`config.mk`:
```
export PLATFORM = sky130hd
export DESIGN_NAME = strobe_period_monitor
export DESIGN_NICKNAME = d
export VERILOG_FILES = /design/src/rtl/strobe_period_monitor_pkg.sv /design/src/rtl/strobe_period_monitor.sv
export SDC_FILE = /design/constraint.sdc
export NUM_CORES = 1
export LEC_CHECK = 0
export ABC_AREA = 1
export CAP_MARGIN = 20
export CORE_UTILIZATION = 35
export DETAILED_ROUTE_END_ITERATION = 10
export PLACE_DENSITY = 0.69
export SLEW_MARGIN = 0
export SYNTH_ARGS = -nofsm -noshare
export SYNTH_HDL_FRONTEND = slang
export SYNTH_SLANG_ARGS = --single-unit
```
`constraint.sdc`:
```
create_clock -name clk -period 1.45 [get_ports clk]
set_input_delay 0.2175 -clock clk [delete_from_list [all_inputs] [get_ports clk]]
set_output_delay 0.2175 -clock clk [all_outputs]
set_load 0.01 [all_outputs]
```
`src/rtl/strobe_period_monitor_pkg.sv`:
```
// Shared analyzer package for the strobe period monitor.
// Holds the FSM state encoding, the fault counter width and a saturating
// increment helper for that counter.
package strobe_period_monitor_pkg;

  localparam int unsigned FAULT_CNT_W = 8;

  // Legacy-compatible numeric encodings, reused as the enum values below.
  localparam logic [1:0] ST_IDLE    = 2'd0;
  localparam logic [1:0] ST_ACQUIRE = 2'd1;
  localparam logic [1:0] ST_LOCKED  = 2'd2;
  localparam logic [1:0] ST_FAULT   = 2'd3;

  typedef enum logic [1:0] {
    IDLE    = ST_IDLE,
    ACQUIRE = ST_ACQUIRE,
    LOCKED  = ST_LOCKED,
    FAULT   = ST_FAULT
  } state_t;

  function automatic logic [FAULT_CNT_W-1:0] fault_sat_inc(input logic [FAULT_CNT_W-1:0] v);
    return (v == '1) ? v : v + FAULT_CNT_W'(1);
  endfunction

endpackage

```
`src/rtl/strobe_period_monitor.sv`:
```
// Strobe period monitor.
// Measures the spacing between one-cycle strobes, locks when the spacing is
// within EXPECTED_PERIOD +/- TOLERANCE, flags early strobes and missing ones.
// Ports:
//   clk          system clock
//   reset        synchronous active-high reset (wins over a same-cycle strobe)
//   strobe       one-cycle pulse under test
//   period       last measured strobe spacing in clk cycles
//   period_valid one-cycle pulse when period updates
//   locked       high while the monitor is locked
//   early        one-cycle pulse: spacing below the tolerance window
//   missed       one-cycle pulse: no strobe within the window's upper bound
//   fault_count  saturating count of early plus missed events
module strobe_period_monitor
  import strobe_period_monitor_pkg::*;
#(
  parameter int unsigned EXPECTED_PERIOD = 24000000,
  parameter int unsigned TOLERANCE       = 16,
  localparam int unsigned CNT_W          = $clog2(EXPECTED_PERIOD + TOLERANCE + 1)
) (
  input  logic                   clk,
  input  logic                   reset,
  input  logic                   strobe,
  output logic [CNT_W-1:0]       period,
  output logic                   period_valid,
  output logic                   locked,
  output logic                   early,
  output logic                   missed,
  output logic [FAULT_CNT_W-1:0] fault_count
);

  localparam logic [CNT_W-1:0] WIN_LO = CNT_W'(EXPECTED_PERIOD - TOLERANCE);
  localparam logic [CNT_W-1:0] WIN_HI = CNT_W'(EXPECTED_PERIOD + TOLERANCE);

  state_t           state;
  logic [CNT_W-1:0] cnt;

  assign locked = (state == LOCKED);

  always_ff @(posedge clk) begin
    if (reset) begin
      state        <= IDLE;
      cnt          <= '0;
      period       <= '0;
      period_valid <= 1'b0;
      early        <= 1'b0;
      missed       <= 1'b0;
      fault_count  <= '0;
    end else begin
      period_valid <= 1'b0;
      early        <= 1'b0;
      missed       <= 1'b0;

      // cnt==P on the cycle of a strobe that arrives P cycles after the last.
      if (strobe)
        cnt <= CNT_W'(1);
      else if (cnt != '1)
        cnt <= cnt + CNT_W'(1);

      case (state)
        IDLE: begin
          if (strobe)
            state <= ACQUIRE;
        end
        default: begin
          // The timeout at WIN_HI leaves this branch before cnt can exceed
          // the window, so late spacings surface only as missed.
          if (strobe) begin
            period       <= cnt;
            period_valid <= 1'b1;
            if (cnt < WIN_LO) begin
              state       <= FAULT;
              early       <= 1'b1;
              fault_count <= fault_sat_inc(fault_count);
            end else begin
              state <= LOCKED;
            end
          end else if (cnt == WIN_HI) begin
            state       <= IDLE;
            missed      <= 1'b1;
            fault_count <= fault_sat_inc(fault_count);
          end
        end
      endcase
    end
  end

endmodule

```
==> qor.log, run 1 <==
INFO  synth          synth-warning-count=0
INFO  synth          synth_top_cell_by_area=dfxtp_1
INFO  critical_path  rr_worst_depth=9
INFO  detailed_routing first_pass_iters=6
INFO  pwr            combinationalPowerShare=0.105
INFO  synth          ys_top_cells_by_count=nand2_1 (73), dfxtp_1 (63), nor2_1 (61), inv_1 (57), a21oi_1 (38)
INFO  critical_path  worst-setup-path-type=flop to flop
INFO  die            io_pins=40
INFO  global_routing largest_net_degree_at_the_start_of_global_routing=32
INFO  detailed_routing drc_violations_left=0
INFO  critical_path  worst-path-max-fanout=5
INFO  synth          ys_async_sr_fraction=0
INFO  critical_path  sort_of_element_at_the_end_of_the_critical_path=flop
INFO  critical_path  regToRegStartpoint=cnt[5]
INFO  cts            clk_latency=0.34ns
INFO  detailed_routing first_iter_violations=260
INFO  synth          synth_enable_flop_cells=0
INFO  critical_path  timing.critical_path.slowest_cell_delay=0.43ns
INFO  place          detailed_place_hpwl=6730um
INFO  sta            achievable-frequency=0.605GHz
INFO  critical_path  crit_end=cnt[18]
INFO  cells_and_area multi_input_comb_area=1920um2
INFO  synth          synthCells=432
INFO  place          placement.io_buffers=39
INFO  global_routing globalRoute.totalOverflow=0
INFO  synth          seq_area_frac_synth=0.415
INFO  sta            timing.max_slew.rel_slack=0.803
INFO  pwr            pwr-share-seq=0.468
INFO  pwr            switching_share=0.248
INFO  sta            skew=0.00677ns
INFO  die            chipWidth=95.1um
INFO  synth          synth.top_cell.area_share=0.415
INFO  global_routing gr-usage-all-layers=0.226
INFO  die            row_count=33
INFO  cells_and_area layout.core_utilization=0.611
INFO  synth          synth_seq_cells=63
INFO  detailed_routing final_antenna_net_count=0
INFO  outcome        run_status=complete, but fails checks
INFO  synth          synth.most_common_cell=nand2_1
INFO  sta            rsz0062_at_grt=yes
INFO  synth          synth_flop_cell=dfxtp_1
INFO  cells_and_area areaGrowthSynthToFinish=67.1%
INFO  synth          per_instance_average_area_after_synthesis=7.03um2
INFO  cells_and_area final.fill_count=643
INFO  sta            timing_hold_violations_final=0
INFO  cells_and_area antenna_cells_inserted=0
INFO  pwr            cellInternalPower=2940uW
INFO  detailed_routing route.detailed.vias_per_inst=5.17
INFO  sta            hold_slack=0.482ns
INFO  synth          synthesis.area=3040um2
INFO  outcome        violations_in_the_final_reports=negative setup slack
INFO  synth          synth_top_cells_by_area=dfxtp_1 (42%), nand2_1 (9.0%), nor2_1 (7.5%), inv_1 (7.0%), a21oi_1 (6.3%)
INFO  die            die_height=95.1um
INFO  sta            post_route_clock_period_utilization=1.14
INFO  cells_and_area seq_area=1310um2
INFO  sta            finalSetupTns=-3.55ns
INFO  critical_path  crit_path_cell_trace=nand2_1, inv_1, nand4_1, nor2_4, buf_4, nand2_4, o21ai_0, nand3_1, inv_1
INFO  pwr            post-layout-total-power=3910uW
INFO  critical_path  timing.rr.end=cnt[18]
INFO  pwr            pwr-share-clk=0.427
INFO  cts            cts_tree=yes
INFO  die            initial_utilization=0.366
INFO  global_routing grt_pass1_wl=15,800um
INFO  sta            finalSetupViolations=32
INFO  run            max-cap-violations=0
INFO  critical_path  critical_path_depth=9
INFO  global_routing first_global_vias=3,372
INFO  critical_path  critical-path-top-delay-family=simple AND/OR/NAND/NOR gates
INFO  critical_path  critPathBufInv=3
INFO  detailed_routing routed-via-count=3,533
INFO  pwr            vdd.ir_drop.worst=0.380mV
INFO  cells_and_area layout.nets=579
INFO  synth          netlist-cell-type-count=32
INFO  synth          synthesis.nets=438
INFO  hold_path      worstHoldPathCells=2
INFO  cts            clk_path_buf_depth=2
INFO  critical_path  slowest_stage=dfxtp_1
INFO  critical_path  cp-start-kind=flop
INFO  pwr            power.leakage=0.00247uW
INFO  cts            cts_max_level=3
INFO  die            die-area=9050um2
INFO  critical_path  cp.required=1.74ns
INFO  global_routing grt_antenna_before_repair=0
INFO  hold_path      min_path_type=flop to flop
INFO  critical_path  critical_path.most_common_cell=inv_1
INFO  cells_and_area fin_cells=683
INFO  detailed_routing postRouteWirelength=10,500um
INFO  sta            period_needed=1.65ns
INFO  cts            clock_sinks=63
INFO  sta            setup_slack=-0.202ns
INFO  cts            cts_buffers=9
INFO  place          place_inst=646
INFO  cells_and_area final_layout_size_suffix_gt1_frac=0.434
INFO  sta            final-max-slew-violation-count=0
INFO  detailed_routing routed_wire_length_per_instance=15.3um
INFO  die            area_of_the_core=8300um2
INFO  place          place.gp.congestion=0.888
INFO  critical_path  reg2reg_slack=-0.20ns
INFO  cts            ctsRootBufferMaster=clkbuf_8
INFO  cts            worst_setup_hold_path_clk_slew=0.07ns
INFO  pwr            power.density_cell_area=770nW/um2
INFO  sta            worst-slew-pin-transition=0.294ns
INFO  critical_path  cp.arrival=1.94ns
INFO  pwr            p_switching=969uW
INFO  critical_path  start_point_of_the_critical_path=cnt[5]
[power by group through the flow]
stage	combinational [uW]	sequential [uW]	clock (uW)
CTS	398	1830	1700
detailed placement	398	1870	0
floorplan	146	1900	0
global placement	387	1870	0
finish	412	1830	1670
global route	453	1840	1770
[layer usage]
metal / GRT usage / wire length, um
met2: 0.407 / 5290
met4: 0.0833 / 432
met3: 0.0431 / 663
met1: 0.264 / 4070
met5: 0 / 0
[cell usage in the layout, fill, tap and decap left out, drive strengths merged, types with 14 or more instances in the layout]
cell          instances
nand2                75
dfxtp                63
dlymetal6s2s         14
inv                  62
nand3                37
dlygate4sd2          18
buf                 103
nor2                 63
a21oi                39
o21ai                35
[through the flow]
stage | area (um2) | setup slack [ns]
after global routing | 5070 | -0.269
after floorplan | 3060 | -0.000200
after detailed placement | 4160 | -0.216
after global placement | 4160 | -0.169
final | 5070 | -0.202
after CTS | 4720 | -0.114
[worst min path at each step]
| stage | from | to | slack (ns) |
|---|---|---|---|
| 6_report | state[1] | state[1] | 0.48 |
| 5_1_grt | state[0] | state[0] | 0.51 |
| 4_1_cts | state[1] | state[1] | 0.48 |
| 3_5_place_dp | state[1] | state[1] | 0.47 |
| 3_3_place_gp | state[1] | state[1] | 0.47 |
| 2_1_floorplan | strobe | state[0] | 0.36 |
[worst min-delay path: cells and delay by family, from the launching register on]
family | cells | cell delay, ns
flops | 1 | 0.33
compound gates | 1 | 0.05
simple gates | 1 | 0.06
[state kept, by name, summed over array words and instances, names as in the netlist]
signal        flops
early             1
cnt              25
period_valid      1
state             2
missed            1
period           25
fault_count       8
[cells by family after synthesis]
| family | share of synthesized area |
|---|---|
| AOI/OAI and AO/OA | 0.143 |
| xor gates and xnor gates | 0.0346 |
| adders and majority gates | 0.0124 |
| buffers and inverters | 0.0989 |
| DFF | 0.415 |
| and+or+nand+nor | 0.296 |
[final cells by class]
| class | instances | share of cell area |
|---|---|---|
| timing repair inverter | 1 | 0.00173 |
| clock buffer | 10 | 0.0251 |
| inverter | 61 | 0.0481 |
| tap | 105 | 0.0259 |
| clock inverter | 6 | 0.0168 |
| multi-input combinational | 295 | 0.377 |
| timing repair buffer | 142 | 0.247 |
| sequential | 63 | 0.258 |
[timing repair]
action	4_1_cts	5_1_grt
resized for setup	112	83
buffers inserted	14	7
gates cloned	1	1
pin swaps	30	32
setup endpoints to repair	53	49
hold buffers	0	0
Power figures use the tool's default switching activity.
==> run 2: changes to the inputs <==
--- a/config.mk
+++ b/config.mk
@@ -7,8 +7,11 @@
 export LEC_CHECK = 0
 export ABC_AREA = 1
 export CAP_MARGIN = 20
+export CORE_MARGIN = 10
 export CORE_UTILIZATION = 35
+export CTS_BUF_LIST = sky130_fd_sc_hd__clkbuf_2 sky130_fd_sc_hd__clkbuf_4 sky130_fd_sc_hd__clkbuf_8
 export DETAILED_ROUTE_END_ITERATION = 10
+export MAX_ROUTING_LAYER = met4
 export PLACE_DENSITY = 0.69
 export SLEW_MARGIN = 0
 export SYNTH_ARGS = -nofsm -noshare
==> qor.log, run 2 (synthesis results as in run 1) <==
INFO  cells_and_area most_common_cell_after_layout_fill_and_taps_aside=buf_4
INFO  critical_path  crit_path_cell_trace=ha_4, nand3_4, inv_4, nand4_1, nor2_2, a21boi_2, nand4_1, nand3_1, inv_1
INFO  global_routing grt_pass1_wl=16,900um
INFO  detailed_routing postRouteWirelength=11,700um
INFO  place          place.gp.congestion=0.923
INFO  sta            rsz0062_at_grt=yes
INFO  place          detailed_place_hpwl=7040um
INFO  cells_and_area final.fill_count=632
INFO  detailed_routing first_pass_iters=5
INFO  cells_and_area final_layout_size_suffix_gt1_frac=0.466
INFO  sta            final-max-slew-violation-count=0
INFO  critical_path  worst-path-max-fanout=4
INFO  critical_path  worst-setup-path-type=flop to flop
INFO  place          pre_cts_slack=-0.148ns
INFO  sta            achievable-frequency=0.588GHz
INFO  global_routing globalRoute.totalOverflow=0
INFO  sta            period_needed=1.70ns
INFO  run            max-cap-violations=0
INFO  cts            ctsRootBufferMaster=clkbuf_8
INFO  cells_and_area layout.nets=586
INFO  cts            worst_setup_hold_path_clk_slew=0.07ns
INFO  die            chipWidth=113um
INFO  cells_and_area commonest_cells_after_routing_fill_and_taps_aside=buf_4 (88), inv_1 (46), nand2_1 (45), dfxtp_1 (37), nor2_1 (34)
INFO  critical_path  cp.arrival=1.95ns
INFO  cts            clk_path_buf_depth=2
INFO  die            area_of_the_core=8340um2
INFO  critical_path  timing.critical_path.slowest_cell_delay=0.39ns
INFO  critical_path  regToRegStartpoint=cnt[0]
INFO  critical_path  sort_of_element_at_the_end_of_the_critical_path=flop
INFO  detailed_routing first_iter_violations=238
INFO  cells_and_area seq_area=1310um2
INFO  cells_and_area multi_input_comb_area=2050um2
INFO  place          placement.io_buffers=39
INFO  pwr            power.leakage=0.00256uW
INFO  global_routing grt_antenna_before_repair=0
INFO  sta            hold_slack=0.483ns
INFO  die            die_height=113um
INFO  pwr            vdd.ir_drop.worst=0.348mV
INFO  cts            clock_sinks=63
INFO  cells_and_area finalInstanceArea=5280um2
INFO  sta            skew=0.0105ns
INFO  outcome        run_status=complete, but fails checks
INFO  sta            setup_slack=-0.250ns
INFO  die            io_pins=40
INFO  detailed_routing route.detailed.vias_per_inst=5.21
INFO  critical_path  critical-path-top-delay-family=simple AND/OR/NAND/NOR gates
INFO  die            die-area=12,800um2
INFO  global_routing first_global_vias=3,467
INFO  critical_path  critical_path.most_common_cell=nand4_1
INFO  sta            worst-slew-pin-transition=0.279ns
INFO  cells_and_area top_regs=cnt x25, period x25, fault_count x8
INFO  cts            clk_latency=0.36ns
INFO  detailed_routing final_antenna_net_count=0
INFO  place          placement.cell_area=4200um2
INFO  global_routing largest_net_degree_at_the_start_of_global_routing=32
INFO  critical_path  cp-start-kind=flop
INFO  sta            timing.max_slew.rel_slack=0.814
INFO  sta            finalSetupViolations=33
INFO  outcome        violations_in_the_final_reports=negative setup slack
INFO  cells_and_area antenna_cells_inserted=0
INFO  critical_path  critPathBufInv=2
INFO  hold_path      min_path_type=flop to flop
INFO  die            initial_utilization=0.364
INFO  sta            timing_hold_violations_final=0
INFO  pwr            power.density_cell_area=731nW/um2
INFO  global_routing gr-usage-all-layers=0.166
INFO  detailed_routing routed_wire_length_per_instance=17.0um
INFO  detailed_routing drc_violations_left=0
INFO  critical_path  slowest_stage=dfxtp_4
INFO  cts            cts_max_level=3
INFO  cts            cts_buffers=9
INFO  cts            cts.hold.buffers_added=0
INFO  hold_path      min_from=state[1]
INFO  critical_path  start_point_of_the_critical_path=cnt[0]
INFO  critical_path  cp.required=1.70ns
INFO  cts            cts_tree=yes
INFO  sta            post_route_clock_period_utilization=1.17
INFO  cells_and_area areaGrowthSynthToFinish=73.8%
INFO  die            row_count=33
INFO  detailed_routing routed-via-count=3,589
## run 2: where the power goes
| part | internal, uW | switching (uW) | total, uW |
|---|---|---|---|
| registers | 1790 | 36.8 | 1820 |
| clock network | 895 | 709 | 1600 |
| logic | 191 | 241 | 432 |
| total | 2870 | 987 | 3860 |
## run 2: final timing paths
check,endpoint,slack [ns],depth (start not counted)
max,cnt[20],-0.25,9
min,state[1],0.48,2
max reg2reg,cnt[20],-0.25,9
min reg2reg,state[1],0.48,2
## run 2: per-stage QoR
stage	power, uW	util	TNS, ns	std cells
2_1_floorplan	2050	-	-0.000200	432
3_3_place_gp	2270	0.503	-4.29	649
3_5_place_dp	2280	0.503	-5.50	649
4_1_cts	3830	0.577	-1.42	681
5_1_grt	4000	0.633	-7.20	689
6_report	3860	0.633	-4.21	689
## run 2: repair_timing
item,4_1_cts,5_1_grt
cloned,3,0
setup buffers,14,9
endpoints found under the setup margin,63,41
resized for setup,129,113
pin swaps,37,50
## run 2: final cells by class
type                    instances  share of cell area
repair inverters                1             0.00119
well taps                     105              0.0249
flip-flops and latches         63               0.249
repair buffers                149               0.250
inverters                      61              0.0481
clock inverters                 3             0.00806
multi-input cells             295               0.388
clock buffers                  12              0.0301
## run 2: layer usage
metal	track usage	up-vias	part of all wire
met5	-	-	0
met4	0.0635	0	0.048
met3	0.0481	54	0.064
met2	0.273	132	0.50
met1	0.185	1701	0.39
li1	-	1702	-
## run 2: worst register-to-register path, delay by kind of cell, from the launching register on
kind	cells	cell delay (ns)
and+or+nand+nor	5	0.68
DFF	1	0.39
AOI/OAI and AO/OA	1	0.22
adders and majority gates	1	0.16
buffers and inverters	2	0.14
==> run 3: changes to the inputs <==
--- a/config.mk
+++ b/config.mk
@@ -12,8 +12,7 @@
 export CTS_BUF_LIST = sky130_fd_sc_hd__clkbuf_2 sky130_fd_sc_hd__clkbuf_4 sky130_fd_sc_hd__clkbuf_8
 export DETAILED_ROUTE_END_ITERATION = 10
 export MAX_ROUTING_LAYER = met4
-export PLACE_DENSITY = 0.69
-export SLEW_MARGIN = 0
+export PLACE_DENSITY = 0.67
 export SYNTH_ARGS = -nofsm -noshare
 export SYNTH_HDL_FRONTEND = slang
 export SYNTH_SLANG_ARGS = --single-unit
==> constraint.sdc (replaced) <==
create_clock -name clk -period 1.9 [get_ports clk]
set_input_delay 0.285 -clock clk [delete_from_list [all_inputs] [get_ports clk]]
set_output_delay 0.285 -clock clk [all_outputs]
set_load 0.01 [all_outputs]
==> qor.log, run 3 (synthesis results as in run 1) <==
INFO  outcome        run_status=complete, no violations
INFO  critical_path  worst-path-max-fanout=5
INFO  critical_path  critical_path_depth=9
INFO  critical_path  critical-path-top-delay-family=simple AND/OR/NAND/NOR gates
INFO  global_routing first_global_vias=2,757
INFO  detailed_routing drc_violations_left=0
INFO  critical_path  cp.arrival=1.96ns
INFO  detailed_routing route.layer.met1.wl=3820um
INFO  critical_path  worst-setup-path-type=flop to flop
INFO  sta            timing_hold_violations_final=0
INFO  die            die-area=12,800um2
INFO  place          detailed_place_hpwl=6180um
INFO  place          pre_cts_slack=0.106ns
INFO  cells_and_area antenna_cells_inserted=0
INFO  global_routing grt_antenna_before_repair=0
INFO  sta            hold_slack=0.486ns
INFO  detailed_routing detailroute.wirelength.met3=532um
INFO  run            max-cap-violations=0
INFO  die            row_count=33
INFO  cts            clk_path_buf_depth=2
INFO  pwr            vdd.ir_drop.worst=0.291mV
INFO  cts            cts_buffers=9
INFO  die            io_pins=40
INFO  sta            final-max-slew-violation-count=0
INFO  detailed_routing first_iter_violations=244
INFO  die            area_of_the_core=8340um2
INFO  place          place_inst=581
INFO  cts            clock_sinks=63
INFO  detailed_routing route.detailed.vias_per_inst=4.92
INFO  sta            worst-slew-pin-transition=0.498ns
INFO  cts            ctsRootBufferMaster=clkbuf_8
INFO  sta            post_route_clock_period_utilization=0.913
INFO  detailed_routing dr.max_layer_used=met4
INFO  critical_path  crit_end=cnt[10]
INFO  place          place.gp.congestion=0.964
INFO  detailed_routing final_antenna_net_count=0
INFO  cts            worst_setup_hold_path_clk_slew=0.07ns
INFO  die            chipWidth=113um
INFO  critical_path  regToRegStartpoint=cnt[0]
INFO  critical_path  sort_of_element_at_the_end_of_the_critical_path=flop
INFO  cells_and_area top_regs=cnt x25, period x25, fault_count x8
INFO  sta            achievable-frequency=0.577GHz
INFO  sta            skew=0.0110ns
INFO  global_routing largest_net_degree_at_the_start_of_global_routing=27
INFO  hold_path      min_path_type=flop to flop
INFO  pwr            power.density_cell_area=738nW/um2
INFO  detailed_routing routed_wire_length_per_instance=13.9um
INFO  critical_path  start_point_of_the_critical_path=cnt[0]
INFO  pwr            pwr-share-seq=0.494
INFO  global_routing grt_pass1_wl=13,900um
INFO  pwr            switching_share=0.253
INFO  critical_path  cp-start-kind=flop
INFO  cells_and_area final_layout_size_suffix_gt1_frac=0.116
INFO  cells_and_area commonest_cells_after_routing_fill_and_taps_aside=nand2_1 (72), dfxtp_1 (63), nor2_1 (58), inv_1 (57), clkdlybuf4s50_1 (39)
INFO  critical_path  timing.critical_path.slowest_cell_delay=0.37ns
INFO  critical_path  rr_worst_depth=9
INFO  global_routing gr-usage-all-layers=0.134
INFO  cts            cts_tree=yes
INFO  critical_path  timing.rr.end=cnt[10]
INFO  cells_and_area fin_cells=598
INFO  sta            finalSetupTns=0ns
INFO  sta            rsz0062_at_grt=no
INFO  pwr            power.leakage=0.00161uW
INFO  sta            timing.max_slew.rel_slack=0.667
INFO  critical_path  reg2reg_slack=0.17ns
INFO  global_routing globalRoute.totalOverflow=0
INFO  sta            finalSetupViolations=0
INFO  pwr            combinationalPowerShare=0.097
INFO  sta            period_needed=1.73ns
INFO  detailed_routing postRouteWirelength=8290um
INFO  cts            cts.hold.buffers_added=0
INFO  place          placement.io_buffers=39
INFO  pwr            pwr-share-clk=0.409
INFO  detailed_routing first_pass_iters=5
INFO  sta            setup_slack=0.166ns
INFO  critical_path  critPathBufInv=2
INFO  die            initial_utilization=0.364
INFO  pwr            p_switching=717uW
INFO  cts            cts_max_level=3
INFO  die            die_height=113um
INFO  critical_path  crit_path_cell_trace=ha_1, nand3_2, inv_2, nand4_1, nor2_2, nand3_1, inv_1, o21ai_0, and3_1
INFO  pwr            cellInternalPower=2120uW
INFO  critical_path  cp.required=2.13ns
INFO  detailed_routing routed-via-count=2,942
INFO  cells_and_area areaGrowthSynthToFinish=26.5%
INFO  cts            clk_latency=0.34ns
INFO  detailed_routing met2_wirelength=3840um
INFO  cells_and_area layout.nets=494
INFO  critical_path  slowest_stage=dfxtp_1
INFO  cells_and_area most_common_cell_after_layout_fill_and_taps_aside=nand2_1
[run 3: cell count changes in the layout (fill, tap and decap cells not counted), sizes merged]
cell           delta
buf              -91
clkbuf            -2
clkdlybuf4s50    +35
clkinv            +3
dlygate4sd2      -30
dlymetal6s2s      -5
inv               -1
[run 3: metal layers]
metal  vias to the layer above  GRT usage
met5                         -          -
met4                         0     0.0389
met3                        12     0.0396
met2                        86      0.212
met1                      1333      0.162
li1                       1511          -
[run 3: repair_timing]
| action | CTS | global route |
|---|---|---|
| gates resized for setup | 0 | 5 |
| endpoints found under the hold margin | 0 | 0 |
| buffers inserted | 0 | 1 |
| setup endpoints to repair | 0 | 5 |
[run 3: tightest hold or removal path, delay by kind of cell, from the launching register on]
kind / cells / cell delay [ns]
compound gates: 1 / 0.05
flops: 1 / 0.32
simple gates: 1 / 0.06
[run 3: area by class of cell]
type,count,area (um2)
flip-flops and latches,63,1260
multi-input cells,295,1490
clock buffers,10,131
fillers,835,4500
inverters,61,230
well taps,105,131
clock inverters,6,61.3
repair buffers,58,533
[run 3: stage by stage]
step / utilization / instance area (um2) / total power (uW)
after CTS: 0.458 / 3820 / 2870
after floorplan: - / 3040 / 1560
final: 0.461 / 3840 / 2840
after global routing: 0.461 / 3840 / 2970
after global placement: 0.435 / 3630 / 1700
after detailed placement: 0.435 / 3630 / 1710
[run 3: power by group through the flow]
| stage | Combinational [uW] | Sequential (uW) | Clock (uW) |
|---|---|---|---|
| final | 274 | 1400 | 1160 |
| after global routing | 305 | 1410 | 1260 |
| after CTS | 278 | 1400 | 1190 |
| after detailed placement | 276 | 1430 | 0 |
| after global placement | 272 | 1430 | 0 |
| after floorplan | 111 | 1450 | 0 |
[run 3: worst min-delay path by stage]
stage / start / endpoint / slack (ns) / depth (start not counted)
2_1_floorplan: strobe / state[0] / 0.43 / 2
3_3_place_gp: state[1] / state[1] / 0.47 / 2
3_5_place_dp: state[1] / state[1] / 0.47 / 2
4_1_cts: state[1] / state[1] / 0.48 / 2
5_1_grt: state[1] / state[1] / 0.51 / 2
6_report: state[1] / state[1] / 0.49 / 2
